File: config.mk
export PLATFORM = sky130hd
export DESIGN_NAME = seg_display_driver_flat
export DESIGN_NICKNAME = d
export VERILOG_FILES = /design/src/rtl/seg_pkg.sv /design/src/rtl/seg_display_driver_if.sv /design/src/rtl/bin2bcd_iter.sv /design/src/rtl/seg_display_driver.sv /design/src/flat_wrapper.sv
export SDC_FILE = /design/constraint.sdc
export NUM_CORES = 1
export LEC_CHECK = 0
export CAP_MARGIN = 5
export CORE_ASPECT_RATIO = 1.2
export CORE_MARGIN = 2
export CORE_UTILIZATION = 30
export DETAILED_ROUTE_END_ITERATION = 7
export GPL_TIMING_DRIVEN = 0
export PLACE_DENSITY = 0.52
export SYNTH_ARGS = -nofsm -noshare
export SYNTH_HDL_FRONTEND = slang
export SYNTH_SLANG_ARGS = --single-unit
File: constraint.sdc
create_clock -name clk -period 6.1 [get_ports clk]
set_input_delay 1.22 -clock clk [delete_from_list [all_inputs] [get_ports clk]]
set_output_delay 1.22 -clock clk [all_outputs]
set_load 0.01 [all_outputs]
File: src/rtl/seg_pkg.sv
// Shared types and constants for the seven-segment display driver.
package seg_pkg;

    // Default scan period: 1 ms per digit at 100 MHz.
    localparam int SCAN_DIV_DEFAULT = 100000;

    typedef enum logic [1:0] {
        ST_IDLE,
        ST_CONV,
        ST_COMMIT
    } state_t;

    // One display position: a blank flag overrides the nibble.
    typedef struct packed {
        logic       blank;
        logic [3:0] val;
    } digit_t;

    localparam digit_t DIGIT_BLANK = '{blank: 1'b1, val: 4'd0};
    localparam digit_t DIGIT_ZERO  = '{blank: 1'b0, val: 4'd0};

    // Segment order {a,b,c,d,e,f,g,dp}, active high, dp never lit.
    localparam logic [7:0] SEG_BLANK = 8'h00;
    localparam logic [7:0] HEX_GLYPH [16] = '{
        8'hFC, 8'h60, 8'hDA, 8'hF2,   // 0 1 2 3
        8'h66, 8'hB6, 8'hBE, 8'hE0,   // 4 5 6 7
        8'hFE, 8'hF6, 8'hEE, 8'h3E,   // 8 9 A b
        8'h9C, 8'h7A, 8'h9E, 8'h8E    // C d E F
    };

    function automatic digit_t mk_digit(input logic blank, input logic [3:0] val);
        digit_t d;
        d.blank = blank;
        d.val   = val;
        return d;
    endfunction

endpackage

File: src/rtl/seg_display_driver_if.sv
// Load/busy handshake between a value source and the display driver.
interface seg_display_driver_if;
    logic [7:0] value;
    logic       load;
    logic       mode_dec;
    logic       busy;

    modport master (output value, output load, output mode_dec, input  busy);
    modport slave  (input  value, input  load, input  mode_dec, output busy);
endinterface

File: src/rtl/bin2bcd_iter.sv
// Iterative 8-bit binary to 3-digit BCD converter (double dabble), one bit per cycle.
module bin2bcd_iter (
    input  logic        clk,
    input  logic        rst,
    input  logic        start,
    input  logic [7:0]  bin,
    output logic        done,
    output logic [11:0] bcd
);
    logic [7:0]  shift_bin;
    logic [11:0] bcd_acc;
    logic [11:0] bcd_adj;
    logic [2:0]  step;
    logic        running;

    // Add 3 to every BCD nibble of 5 or more so the following shift carries correctly.
    always_comb begin
        // NOTE: default first so every path assigns bcd_adj; otherwise a latch is inferred.
        bcd_adj = bcd_acc;
        for (int i = 0; i < 3; i++) begin
            if (bcd_acc[i*4 +: 4] >= 4'd5) begin
                bcd_adj[i*4 +: 4] = bcd_acc[i*4 +: 4] + 4'd3;
            end
        end
    end

    // Load the operand on start, then correct-and-shift once per cycle for 8 cycles.
    always_ff @(posedge clk) begin
        // NOTE: non-blocking assignments so every register samples pre-edge values.
        if (rst) begin
            running   <= 1'b0;
            step      <= 3'd0;
            shift_bin <= 8'd0;
            bcd_acc   <= 12'd0;
        end else if (start) begin
            running   <= 1'b1;
            step      <= 3'd0;
            shift_bin <= bin;
            bcd_acc   <= 12'd0;
        end else if (running) begin
            {bcd_acc, shift_bin} <= {bcd_adj, shift_bin} << 1;
            step <= step + 3'd1;
            if (step == 3'd7) begin
                running <= 1'b0;
            end
        end
    end

    // done marks the cycle whose edge performs the final shift; bcd is valid after it.
    assign done = running && (step == 3'd7);
    assign bcd  = bcd_acc;

endmodule

File: src/rtl/seg_display_driver.sv
// Four-digit multiplexed seven-segment driver with hex and decimal display modes.
module seg_display_driver
    import seg_pkg::*;
#(
    parameter int SCAN_DIV   = SCAN_DIV_DEFAULT,
    parameter int NUM_DIGITS = 4
) (
    input  logic                  clk,
    input  logic                  rst,
    seg_display_driver_if.slave   bus,
    output logic [NUM_DIGITS-1:0] an,
    output logic [7:0]            seg
);
    localparam int CNT_W = (SCAN_DIV > 1) ? $clog2(SCAN_DIV) : 1;
    localparam int IDX_W = $clog2(NUM_DIGITS);

    logic [CNT_W-1:0] scan_cnt;
    logic [IDX_W-1:0] digit_idx;
    digit_t           digits [NUM_DIGITS];

    state_t      state, state_next;
    logic        conv_start;
    logic        conv_done;
    logic        hex_load;
    logic        commit;
    logic [11:0] bcd;
    logic [3:0]  hund, tens, ones;

    // Free-running scan: each digit is lit for SCAN_DIV cycles, untouched by loads.
    always_ff @(posedge clk) begin
        if (rst) begin
            scan_cnt  <= '0;
            digit_idx <= '0;
        end else if (scan_cnt == CNT_W'(SCAN_DIV - 1)) begin
            scan_cnt  <= '0;
            digit_idx <= digit_idx + 1'b1;
        end else begin
            scan_cnt  <= scan_cnt + 1'b1;
        end
    end

    // FSM state register.
    always_ff @(posedge clk) begin
        if (rst) begin
            state <= ST_IDLE;
        end else begin
            state <= state_next;
        end
    end

    // FSM next state and control strobes; loads are only acted on in IDLE.
    always_comb begin
        state_next = state;
        conv_start = 1'b0;
        hex_load   = 1'b0;
        commit     = 1'b0;
        case (state)
            ST_IDLE: begin
                if (bus.load) begin
                    if (bus.mode_dec) begin
                        conv_start = 1'b1;
                        state_next = ST_CONV;
                    end else begin
                        hex_load   = 1'b1;
                    end
                end
            end
            ST_CONV: begin
                if (conv_done) begin
                    state_next = ST_COMMIT;
                end
            end
            ST_COMMIT: begin
                commit     = 1'b1;
                state_next = ST_IDLE;
            end
            default: state_next = ST_IDLE;
        endcase
    end

    assign bus.busy = (state != ST_IDLE);

    bin2bcd_iter u_bin2bcd (
        .clk   (clk),
        .rst   (rst),
        .start (conv_start),
        .bin   (bus.value),
        .done  (conv_done),
        .bcd   (bcd)
    );

    assign {hund, tens, ones} = bcd;

    // Display registers change only on a hex load or a decimal commit, all digits at once.
    always_ff @(posedge clk) begin
        if (rst) begin
            // NOTE: the digit array is reset explicitly because its reset contents are displayed.
            for (int i = 1; i < NUM_DIGITS; i++) begin
                digits[i] <= DIGIT_BLANK;
            end
            digits[0] <= DIGIT_ZERO;
        end else if (hex_load) begin
            for (int i = 2; i < NUM_DIGITS; i++) begin
                digits[i] <= DIGIT_BLANK;
            end
            digits[1] <= mk_digit(1'b0, bus.value[7:4]);
            digits[0] <= mk_digit(1'b0, bus.value[3:0]);
        end else if (commit) begin
            for (int i = 3; i < NUM_DIGITS; i++) begin
                digits[i] <= DIGIT_BLANK;
            end
            digits[2] <= mk_digit(hund == 4'd0, hund);
            digits[1] <= mk_digit((hund == 4'd0) && (tens == 4'd0), tens);
            digits[0] <= mk_digit(1'b0, ones);
        end
    end

    // Digit enable and glyph both follow digit_idx, so they always change together.
    always_comb begin
        an  = NUM_DIGITS'(1) << digit_idx;
        seg = digits[digit_idx].blank ? SEG_BLANK : HEX_GLYPH[digits[digit_idx].val];
    end

endmodule

File: src/flat_wrapper.sv
// flat-port wrapper written by rule: the top's interface ports become plain ports
module seg_display_driver_flat import seg_pkg::*;
#(
    parameter int SCAN_DIV   = SCAN_DIV_DEFAULT,
    parameter int NUM_DIGITS = 4
)
  (clk, rst, an, seg, bus_value, bus_load, bus_mode_dec, bus_busy);
  seg_display_driver_if bus_i ();
  input  logic clk;
  input  logic rst;
  output logic [NUM_DIGITS-1:0] an;
  output logic [7:0] seg;
  input wire logic [$bits(bus_i.value)-1:0] bus_value;
  input wire logic [$bits(bus_i.load)-1:0] bus_load;
  input wire logic [$bits(bus_i.mode_dec)-1:0] bus_mode_dec;
  output wire logic [$bits(bus_i.busy)-1:0] bus_busy;
  assign bus_i.value = bus_value;
  assign bus_i.load = bus_load;
  assign bus_i.mode_dec = bus_mode_dec;
  assign bus_busy = bus_i.busy;
  seg_display_driver #(.SCAN_DIV(SCAN_DIV), .NUM_DIGITS(NUM_DIGITS)) u_core (.clk(clk), .rst(rst), .bus(bus_i), .an(an), .seg(seg));
endmodule
==> qor.txt <==
Synth warnings -> 0
Vias/cell -> 4.73
Drt initial violations -> 84
Post-layout util -> 37.8%
# fillers -> 1038
Syn Inst Count -> 330
Clock transition at path regs -> 0.05 ns
Tmin final -> 4.08 ns
FMAX -> 0.245 GHz
Outcome -> finished, final reports clean
Worst-margin pin slew -> 0.853 ns
Synth top area share -> 30.0%
ANT cells -> 0
Post-route ant nets -> 0
Pre-antenna DRT Iters -> 4
Initial antenna violation count -> 0
Row count -> 40
Worst-Skew Late Latency -> 0.33 ns
CTS Sinks -> 61
Die width -> 97.4 um
Setup Skew -> 0.00674 ns
Clock buffer count from CTS -> 9
Max VDD drop -> 0.000179 V
Worst Path Arrival -> 2.86 ns
Worst reg-to-reg setup slack -> 4.21 ns
RR Endpoint -> u_core.u_bin2bcd.bcd[9]$_SDFFE_PP0P_
Fin nets -> 396
Setup bufs post-CTS -> 0
Tcrit/Tclk final -> 66.9%
Total negative slack -> 0 ns
Tot GR Track Use -> 12.3%
Post-DR wirelength/cell -> 12.8 um
Yosys reg bits -> 61
Area Growth Syn to Fin -> 21.9%
Crit path max fanout -> 8
CP Data Required Time -> 4.88 ns
Die area -> 11300 um^2
Register Area -> 1360 um^2
CP startpoint kind -> flop
Unique masters post-synth -> 46
Routed wire length -> 6.33 mm
Largest net degree at the start of global routing -> 12
Syn_area_per_cell -> 9.51 um^2
GPL Wtd Cong -> 0.788
Synth Flop Type -> dfxtp_1
Post-synth top cells -> dfxtp_1, nor2_1, nand2_1
CTS Hold Bufs -> 0
Post-detail-place hpwl -> 4.64 mm
Setup CP Type -> flop to primary output
Residual DRC count -> 0
CORE AREA -> 10100 um^2
Unrepaired setup endpoints after global routing -> false
Clk buf depth -> 2
Via Count -> 2343
R2r worst-path depth -> 5
Top cells by area, synth -> dfxtp_1, edfxtp_1, ha_1
Fin. Hold Viols -> 0
TritonCTS clock tree -> built
Crit path capture -> seg[7]
Max Slew Vio Count -> 0
CTS H-tree depth -> 3
Top-Level Pins -> 25
Seq/Total Area, Yosys -> 43.4%
Vias in the first global route -> 2330
Rel. slew slack -> 43.0%
Asr flop ratio synth -> 0%
Pwr/cell area -> 266 nW/um^2
Synth Net Count -> 362
Static Leak -> 1.44 nW
Clock root buffer -> clkbuf_16
Post-synth EDFFs -> 14
Layout cells sized above 1 -> 7.86%
Die Y -> 116 um
First-pass GRT wire length -> 11.0 mm
Maxcap violations -> 0
# port buffers -> 23
Synth Cell Area -> 3140 um^2
Total gr overflow -> 0
Dominant cell type by area after synthesis -> dfxtp_1
Critical path endpoint category -> primary output
Hold Crit Class -> flop to flop
Multi-input logic area -> 1640 um^2
Starting density of the core -> 31.1%
R2R Path Start -> u_core.state[0]$_SDFFE_PP0P_
Setup violators final -> 0
CTS resizes -> 0
[registers in the layout, indices dropped and copies added, names as in the netlist, named ones only]
register,count
u_core.state,2
u_core.u_bin2bcd.bcd,12
u_core.digit_idx,2
u_core.u_bin2bcd.running,1
u_core.u_bin2bcd.shift_bin,8
u_core.digits,14
u_core.u_bin2bcd.step,3
u_core.scan_cnt,17
[power by group]
| part | internal [mW] | switching [mW] |
|---|---|---|
| registers | 0.427 | 0.00640 |
| logic | 0.0420 | 0.0472 |
| clock network | 0.320 | 0.176 |
| total | 0.789 | 0.229 |
[cell type report]
class	count	share of cell area (%)
Inverter	13	1.28
Multi-Input combinational cell	241	42.9
Clock buffer	13	7.36
Tap cell	126	4.12
Buffer	15	2.29
Sequential cell	61	35.6
Clock inverter	3	0.458
Timing Repair Buffer	23	6.02
[worst max-delay path, stage by stage, from the launching register on]
cell and delay [ns]:
dfxtp_1 0.29, buf_2 0.16, nor2b_1 0.13, buf_2 0.16, a21oi_1 0.34, inv_1 0.16, ha_1 0.23, nor4_1 0.30
a21oi_1 0.07, o41ai_1 0.08, clkdlybuf4s50_1 0.60
[worst min-delay path by stage]
stage | startpoint | endpoint | slack, ns | depth (start not counted)
2_1_floorplan | u_core.scan_cnt[0]$_SDFF_PP0_ | u_core.scan_cnt[0]$_SDFF_PP0_ | 0.42 | 1
3_3_place_gp | u_core.scan_cnt[0]$_SDFF_PP0_ | u_core.scan_cnt[0]$_SDFF_PP0_ | 0.44 | 1
3_5_place_dp | u_core.scan_cnt[0]$_SDFF_PP0_ | u_core.scan_cnt[0]$_SDFF_PP0_ | 0.44 | 1
4_1_cts | u_core.scan_cnt[0]$_SDFF_PP0_ | u_core.scan_cnt[0]$_SDFF_PP0_ | 0.45 | 1
5_1_grt | u_core.scan_cnt[0]$_SDFF_PP0_ | u_core.scan_cnt[0]$_SDFF_PP0_ | 0.48 | 1
6_report | u_core.scan_cnt[0]$_SDFF_PP0_ | u_core.scan_cnt[0]$_SDFF_PP0_ | 0.44 | 1
[cell usage in the layout (no fill, tap or decap), types with 3 or more instances in the layout]
cell type,instances
nand4_1,4
clkdlybuf4s50_1,23
o2bb2ai_1,3
nand2b_1,9
clkbuf_16,10
edfxtp_1,14
a211oi_1,7
inv_1,13
a221oi_1,4
buf_2,3
nand2_1,23
nand3_1,7
ha_1,20
dfxtp_1,47
mux2i_1,20
and2_1,5
a22o_1,8
o21ai_0,8
clkbuf_1,9
xor2_1,10
nor2_1,47
a21oi_1,20
and3_1,4
xnor2_1,12
nor3_1,4
[kinds of logic (layout without fill, tap and decap cells)]
logic type               Yosys count  after routing  synth area share [%]
AO/OA/AOI/OAI                     61             61                  13.6
flip-flops                        61             61                  43.4
adder cells (fa/ha/maj)           20             20                  7.97
other                              1              1                 0.119
buffers and inverters             28             67                  4.34
AND/OR/NAND/NOR                  117            117                  18.1
multiplexers                      20             20                  6.38
XOR/XNOR                          22             22                  6.14
[through the flow]
| stage | hold slack [ns] | cell area [um^2] | setup WS [ns] | instances | power, mW |
|---|---|---|---|---|---|
| 2_1_floorplan | 0.421 | 3140 | 3.01 | 330 | 0.496 |
| 3_3_place_gp | 0.435 | 3530 | 2.38 | 479 | 0.531 |
| 3_5_place_dp | 0.444 | 3530 | 2.37 | 479 | 0.532 |
| 4_1_cts | 0.450 | 3830 | 2.00 | 495 | 1.03 |
| 5_1_grt | 0.481 | 3830 | 1.79 | 495 | 1.06 |
| 6_report | 0.444 | 3830 | 2.02 | 495 | 1.02 |
[routing by layer]
layer,up-vias,GRT usage (%),wire length (um)
met5,-,0,0
met1,1066,14.4,2980
li1,1220,-,-
met3,10,3.32,230
met4,0,7.59,169
met2,47,20.3,2950
Note: power is estimated with default switching activity, not from simulation.
